<file path="config.mk">
export PLATFORM = sky130hd
export DESIGN_NAME = uart_tx_engine_flat
export DESIGN_NICKNAME = d
export VERILOG_FILES = /design/src/rtl/uart_tx_engine_if.sv /design/src/rtl/uart_tx_engine.sv /design/src/flat_wrapper.sv
export SDC_FILE = /design/constraint.sdc
export NUM_CORES = 1
export LEC_CHECK = 0
export CAP_MARGIN = 5
export CORE_MARGIN = 2
export CORE_UTILIZATION = 55
export CTS_CLUSTER_SIZE = 12
export DETAILED_ROUTE_END_ITERATION = 6
export PLACE_DENSITY = 0.83
export SYNTH_ARGS = -nofsm -noshare
export SYNTH_HDL_FRONTEND = slang
export SYNTH_SLANG_ARGS = --single-unit
export TNS_END_PERCENT = 10
</file>
<file path="constraint.sdc">
create_clock -name clk -period 2.3 [get_ports clk]
set_input_delay 0.46 -clock clk [delete_from_list [all_inputs] [get_ports clk]]
set_output_delay 0.46 -clock clk [all_outputs]
set_load 0.02 [all_outputs]
</file>
<file path="src/rtl/uart_tx_engine_if.sv">
// Bundle between the UART register block (master) and the transmit engine (slave).
// state_dbg mirrors the engine FSM encoding so checkers can follow frame progress.
interface uart_tx_engine_if #(
  parameter int DIV_W = 16
);
  logic             en;
  logic             start;
  logic [7:0]       data;
  logic [DIV_W-1:0] baud_div;
  logic             parity_en;
  logic             parity_odd;
  logic             two_stop;
  logic             tx;
  logic             busy;
  logic             done;
  logic [2:0]       state_dbg;

  modport master (
    output en, start, data, baud_div, parity_en, parity_odd, two_stop,
    input  tx, busy, done, state_dbg
  );

  modport slave (
    input  en, start, data, baud_div, parity_en, parity_odd, two_stop,
    output tx, busy, done, state_dbg
  );
endinterface

</file>
<file path="src/rtl/uart_tx_engine.sv">
// UART transmit engine: serialises one byte per accepted start with optional
// parity and one or two stop bits. All outputs are registered.
module uart_tx_engine #(
  parameter int DIV_W = 16
) (
  input logic             clk,
  input logic             rst,
  uart_tx_engine_if.slave bus
);

  localparam logic [2:0] S_IDLE   = 3'd0;
  localparam logic [2:0] S_START  = 3'd1;
  localparam logic [2:0] S_DATA   = 3'd2;
  localparam logic [2:0] S_PARITY = 3'd3;
  localparam logic [2:0] S_STOP   = 3'd4;

  localparam logic [DIV_W-1:0] CNT_ONE = {{(DIV_W-1){1'b0}}, 1'b1};

  logic [2:0]       state;
  logic [DIV_W-1:0] cnt;
  logic [2:0]       idx;
  logic [2:0]       idx_nxt;
  logic [7:0]       sh_data;
  logic [DIV_W-1:0] sh_div;
  logic             sh_par_en;
  logic             sh_par_odd;
  logic             sh_two_stop;
  logic             tx_q;
  logic             busy_q;
  logic             done_q;

  assign idx_nxt = idx + 3'd1;

  // Handshake: start is a one-cycle request, taken only when en=1 and the
  // engine is idle; busy=1 means any start is dropped, never queued.
  always_ff @(posedge clk) begin
    if (rst) begin
      state       <= S_IDLE;
      cnt         <= '0;
      idx         <= '0;
      sh_data     <= '0;
      sh_div      <= '0;
      sh_par_en   <= 1'b0;
      sh_par_odd  <= 1'b0;
      sh_two_stop <= 1'b0;
      tx_q        <= 1'b1;
      busy_q      <= 1'b0;
      done_q      <= 1'b0;
    end else begin
      done_q <= 1'b0;
      if (!bus.en) begin
        // Abort: shadows are left untouched on purpose
        state  <= S_IDLE;
        cnt    <= '0;
        idx    <= '0;
        tx_q   <= 1'b1;
        busy_q <= 1'b0;
      end else if (state == S_IDLE) begin
        if (bus.start) begin
          sh_data     <= bus.data;
          sh_div      <= bus.baud_div;
          sh_par_en   <= bus.parity_en;
          sh_par_odd  <= bus.parity_odd;
          sh_two_stop <= bus.two_stop;
          cnt         <= '0;
          idx         <= '0;
          state       <= S_START;
          tx_q        <= 1'b0;
          busy_q      <= 1'b1;
        end
      end else if (cnt != sh_div) begin
        cnt <= cnt + CNT_ONE;
      end else begin
        // Bit period ends: tx is loaded with the next bit on the same edge
        cnt <= '0;
        case (state)
          S_START: begin
            state <= S_DATA;
            idx   <= '0;
            tx_q  <= sh_data[0];
          end
          S_DATA: begin
            if (idx == 3'd7) begin
              idx <= '0;
              if (sh_par_en) begin
                state <= S_PARITY;
                tx_q  <= (^sh_data) ^ sh_par_odd;
              end else begin
                state <= S_STOP;
                tx_q  <= 1'b1;
              end
            end else begin
              idx  <= idx_nxt;
              tx_q <= sh_data[idx_nxt];
            end
          end
          S_PARITY: begin
            state <= S_STOP;
            idx   <= '0;
            tx_q  <= 1'b1;
          end
          S_STOP: begin
            if (sh_two_stop && (idx == 3'd0)) begin
              idx <= 3'd1;
            end else begin
              state  <= S_IDLE;
              idx    <= '0;
              busy_q <= 1'b0;
              done_q <= 1'b1;
            end
            tx_q <= 1'b1;
          end
          default: begin
            state  <= S_IDLE;
            idx    <= '0;
            tx_q   <= 1'b1;
            busy_q <= 1'b0;
          end
        endcase
      end
    end
  end

  assign bus.tx        = tx_q;
  assign bus.busy      = busy_q;
  assign bus.done      = done_q;
  assign bus.state_dbg = state;

endmodule

</file>
<file path="src/flat_wrapper.sv">
// flat-port wrapper written by rule: the top's interface ports become plain ports
module uart_tx_engine_flat 
#(
  parameter int DIV_W = 16
)
  (clk, rst, bus_en, bus_start, bus_data, bus_baud_div, bus_parity_en, bus_parity_odd, bus_two_stop, bus_tx, bus_busy, bus_done, bus_state_dbg);
  uart_tx_engine_if #(.DIV_W(DIV_W)) bus_i ();
  input logic clk;
  input logic rst;
  input wire logic [$bits(bus_i.en)-1:0] bus_en;
  input wire logic [$bits(bus_i.start)-1:0] bus_start;
  input wire logic [$bits(bus_i.data)-1:0] bus_data;
  input wire logic [$bits(bus_i.baud_div)-1:0] bus_baud_div;
  input wire logic [$bits(bus_i.parity_en)-1:0] bus_parity_en;
  input wire logic [$bits(bus_i.parity_odd)-1:0] bus_parity_odd;
  input wire logic [$bits(bus_i.two_stop)-1:0] bus_two_stop;
  output wire logic [$bits(bus_i.tx)-1:0] bus_tx;
  output wire logic [$bits(bus_i.busy)-1:0] bus_busy;
  output wire logic [$bits(bus_i.done)-1:0] bus_done;
  output wire logic [$bits(bus_i.state_dbg)-1:0] bus_state_dbg;
  assign bus_i.en = bus_en;
  assign bus_i.start = bus_start;
  assign bus_i.data = bus_data;
  assign bus_i.baud_div = bus_baud_div;
  assign bus_i.parity_en = bus_parity_en;
  assign bus_i.parity_odd = bus_parity_odd;
  assign bus_i.two_stop = bus_two_stop;
  assign bus_tx = bus_i.tx;
  assign bus_busy = bus_i.busy;
  assign bus_done = bus_i.done;
  assign bus_state_dbg = bus_i.state_dbg;
  uart_tx_engine #(.DIV_W(DIV_W)) u_core (.clk(clk), .rst(rst), .bus(bus_i));
endmodule
</file>
==> impl_metrics.csv <==
group,metric,value,unit
drt,first_pass_iters,4,
grt,grt_use_total,0.250,
timing,rsz_0062_raised_after_global_routing,"no",
placed_design,place.detailed.hpwl,4490,um
yosys,yosys.cell_count.top_type,"nand2_1",
clock_network,cts_num_sinks,52,
critical_path,cp_data_required_time,2.50,ns
clock_network,cts_tree,"built",
status,run_status,"completed",
die,io-pin-count,37,
timing,maxSlewViolCount,0,
die,core_footprint,4790,um2
power_and_ir_drop,power_density,587,nW/um2
clock_network,cts_buffers,5,
drt,drt-vias-per-instance,5.70,
timing,hold_viol,0,
placed_design,io_buffers,36,
yosys,synth_cell_type_count,53,
yosys,post_synth_instance_area,2750,um2
power_and_ir_drop,cellLeakagePower,1.26,nW
yosys,netlist_top_cells_count,"77 x nand2_1, 52 x dfxtp_1, 35 x a21oi_1",
die,die_area,5580,um2
die,floorplan.initialDensity,0.574,
power_and_ir_drop,vdd_ir_drop_max,0.000432,V
timing,final.period_utilization,0.937,
drt,detail_route.wirelength,6300,um
power_and_ir_drop,total_switching_power,0.000488,W
critical_path,timing.critical_path.to_type,"register",
yosys,synth_nets,370,
power_and_ir_drop,internal_power,0.00147,W
grt,initial_antenna_violation_count,0,
grt,grt_overflow,0,
finish,final_core_utilization,0.696,
yosys,number_of_synthesized_flops_with_an_enable_pin,0,
flow_run,max_cap_violations,0,
yosys,ys_dominant_reg_cell,"dfxtp_1",
drt,drt_iter0_drc,220,
yosys,ys_warn_count,0,
power_and_ir_drop,power_frac_comb,0.161,
power_and_ir_drop,sw_share,0.250,
timing,finalWorstPathRequiredPeriod,2.16,ns
clock_network,cts-root-buf,"clkbuf_8",
die,dieWidth,74.7,um
worst_hold_path,holdCritPathClass,"reg -> reg",
placed_design,globalplace.congestion,0.897,
grt,first_global_vias,2365,
yosys,ys_seq_area_frac,0.379,
finish,layout-drive-gt1-share,0.0992,
finish,antenna_cells,0,
finish,design.final.nets,407,
yosys,post_synth_inst_count,335,
yosys,post-synth-top-area-cell,"dfxtp_1",
yosys,ys_seq_elements,52,
grt,pin_count_of_the_biggest_net_entering_global_routing,21,
critical_path,cp_max_fo,3,
die,row_count,25,
yosys,largest_cells_by_area_after_synthesis,"dfxtp_1 38%, nand2_1 11%, a21oi_1 6.4%, xor2_1 6.1%, nand3_1 2.5%",
clock_network,post_cts.resized_instances,0,
critical_path,crit_arrival,2.36,ns
critical_path,timing.critical_path.from_type,"register",
clock_network,cts_max_path_buffers,2,
timing,tightest_slew,0.541,ns
timing,setup_violations,0,
power_and_ir_drop,power.clock.fraction,0.350,
drt,antenna_left,0,
clock_network,clock_insertion_delay_worst_skew,0.31,ns
yosys,ys_async_sr_fraction,0,
timing,setup_tns,0,ns
drt,via_count,2506,
yosys,post_synth.cell_area_avg,8.21,um2
drt,route.detailed.drc,0,
timing,max-slew-margin-rel,0.634,
drt,wl_per_cell,14.3,um
clock_network,clkSlewWorstSetupHoldPaths,0.10,ns
critical_path,path_class,"reg -> reg",
finish,syn_to_layout_area_delta,21.3,%
timing,clock_skew,0.0106,ns
clock_network,h-tree-depth,2,
timing,fmax,464,MHz
grt,grt_first_pass_wirelength,10800,um
power_and_ir_drop,power.sequential.fraction,0.489,
yosys,synth_top_area_share,0.379,
die,die_h,74.7,um
## kinds of logic (layout without fill, tap and decap cells)
logic type,Yosys count,after routing,share of synthesized area
DFF,52,52,0.379
AOI/OAI and AO/OA,70,70,0.161
and+or+nand+nor,141,141,0.260
adders and majority gates,4,4,0.0182
xor gates and xnor gates,27,27,0.0938
muxes,6,6,0.0310
buffers and inverters,35,73,0.0578
## through the flow
| stage | worst slack, ns | power [W] | std cells | hold slack (ns) | area (um2) |
|---|---|---|---|---|---|
| floorplan | 0.190 | 0.00116 | 335 | 0.432 | 2750 |
| global placement | 0.163 | 0.00128 | 431 | 0.456 | 3200 |
| detailed placement | 0.149 | 0.00128 | 431 | 0.459 | 3200 |
| CTS | 0.0945 | 0.00196 | 439 | 0.472 | 3330 |
| global route | 0.00454 | 0.00203 | 440 | 0.492 | 3330 |
| finish | 0.144 | 0.00196 | 440 | 0.474 | 3330 |
## routing by layer
layer	wire [um]	track usage
met5	0	0
met4	124	0.0952
met3	427	0.0482
met2	2870	0.411
met1	2880	0.327
## state kept, by name, summed over array words and instances (netlist names)
| signal | cells |
|---|---|
| u_core.bus.busy | 1 |
| u_core.bus.done | 1 |
| u_core.bus.state_dbg | 3 |
| u_core.bus.tx | 1 |
| u_core.cnt | 16 |
| u_core.idx | 3 |
| u_core.sh_data | 8 |
| u_core.sh_div | 16 |
| u_core.sh_par_en | 1 |
| u_core.sh_par_odd | 1 |
| u_core.sh_two_stop | 1 |
## repair_timing
item	in CTS	in global routing
endpoints found under the setup margin	0	3
hold buffers	0	0
setup buffers	0	1
## power groups by stage
| stage | combinational, W | sequential [W] | clock [W] |
|---|---|---|---|
| after global placement | 0.000300 | 0.000975 | 0 |
| after CTS | 0.000307 | 0.000956 | 0.000693 |
| final | 0.000314 | 0.000956 | 0.000685 |
| after global routing | 0.000346 | 0.000960 | 0.000726 |
| after detailed placement | 0.000305 | 0.000977 | 0 |
| after floorplan | 0.000191 | 0.000971 | 0 |
## worst paths after layout
check | depth (start not counted) | to | start | slack [ns]
worst max-delay path | 7 | u_core.bus.tx | u_core.idx[0] | 0.14
worst max register to register | 7 | u_core.bus.tx | u_core.idx[0] | 0.14
worst min register to register | 2 | u_core.sh_div[0] | u_core.sh_div[0] | 0.47
worst min-delay path | 2 | u_core.sh_div[0] | u_core.sh_div[0] | 0.47
## layout make-up
class	instances	area, um2
clock buffer	7	96.3
timing repair buffer	53	488
clock inverter	1	30.0
multi-input combinational	248	1550
tap	67	83.8
inverter	12	45.0
sequential	52	1040
fill	377	1450
## worst max-delay path, cell delays in order, from the launching register on
cell	delay, ns
dfxtp_1	0.33
ha_1	0.19
ha_1	0.34
mux4_2	0.50
and2_1	0.17
a211oi_1	0.19
a2111oi_0	0.10
a211o_1	0.24
## layout by cell type, fill, tap and decap left out, types with 5 or more instances in the layout
| master | Yosys | routed |
|---|---|---|
| buf_4 | 1 | 17 |
| a21oi_1 | 35 | 35 |
| dfxtp_1 | 52 | 52 |
| and2_1 | 6 | 6 |
| nor4_1 | 5 | 5 |
| a41oi_1 | 5 | 5 |
| inv_1 | 12 | 12 |
| clkdlybuf4s50_1 | 0 | 36 |
| xnor2_1 | 6 | 6 |
| nor2_1 | 8 | 8 |
| o21ai_0 | 8 | 8 |
| nand4_1 | 6 | 6 |
| xor2_1 | 19 | 19 |
| clkbuf_8 | 0 | 7 |
| nand3_1 | 14 | 14 |
| nand2_1 | 77 | 77 |
Note: power is estimated with default switching activity, not from simulation.
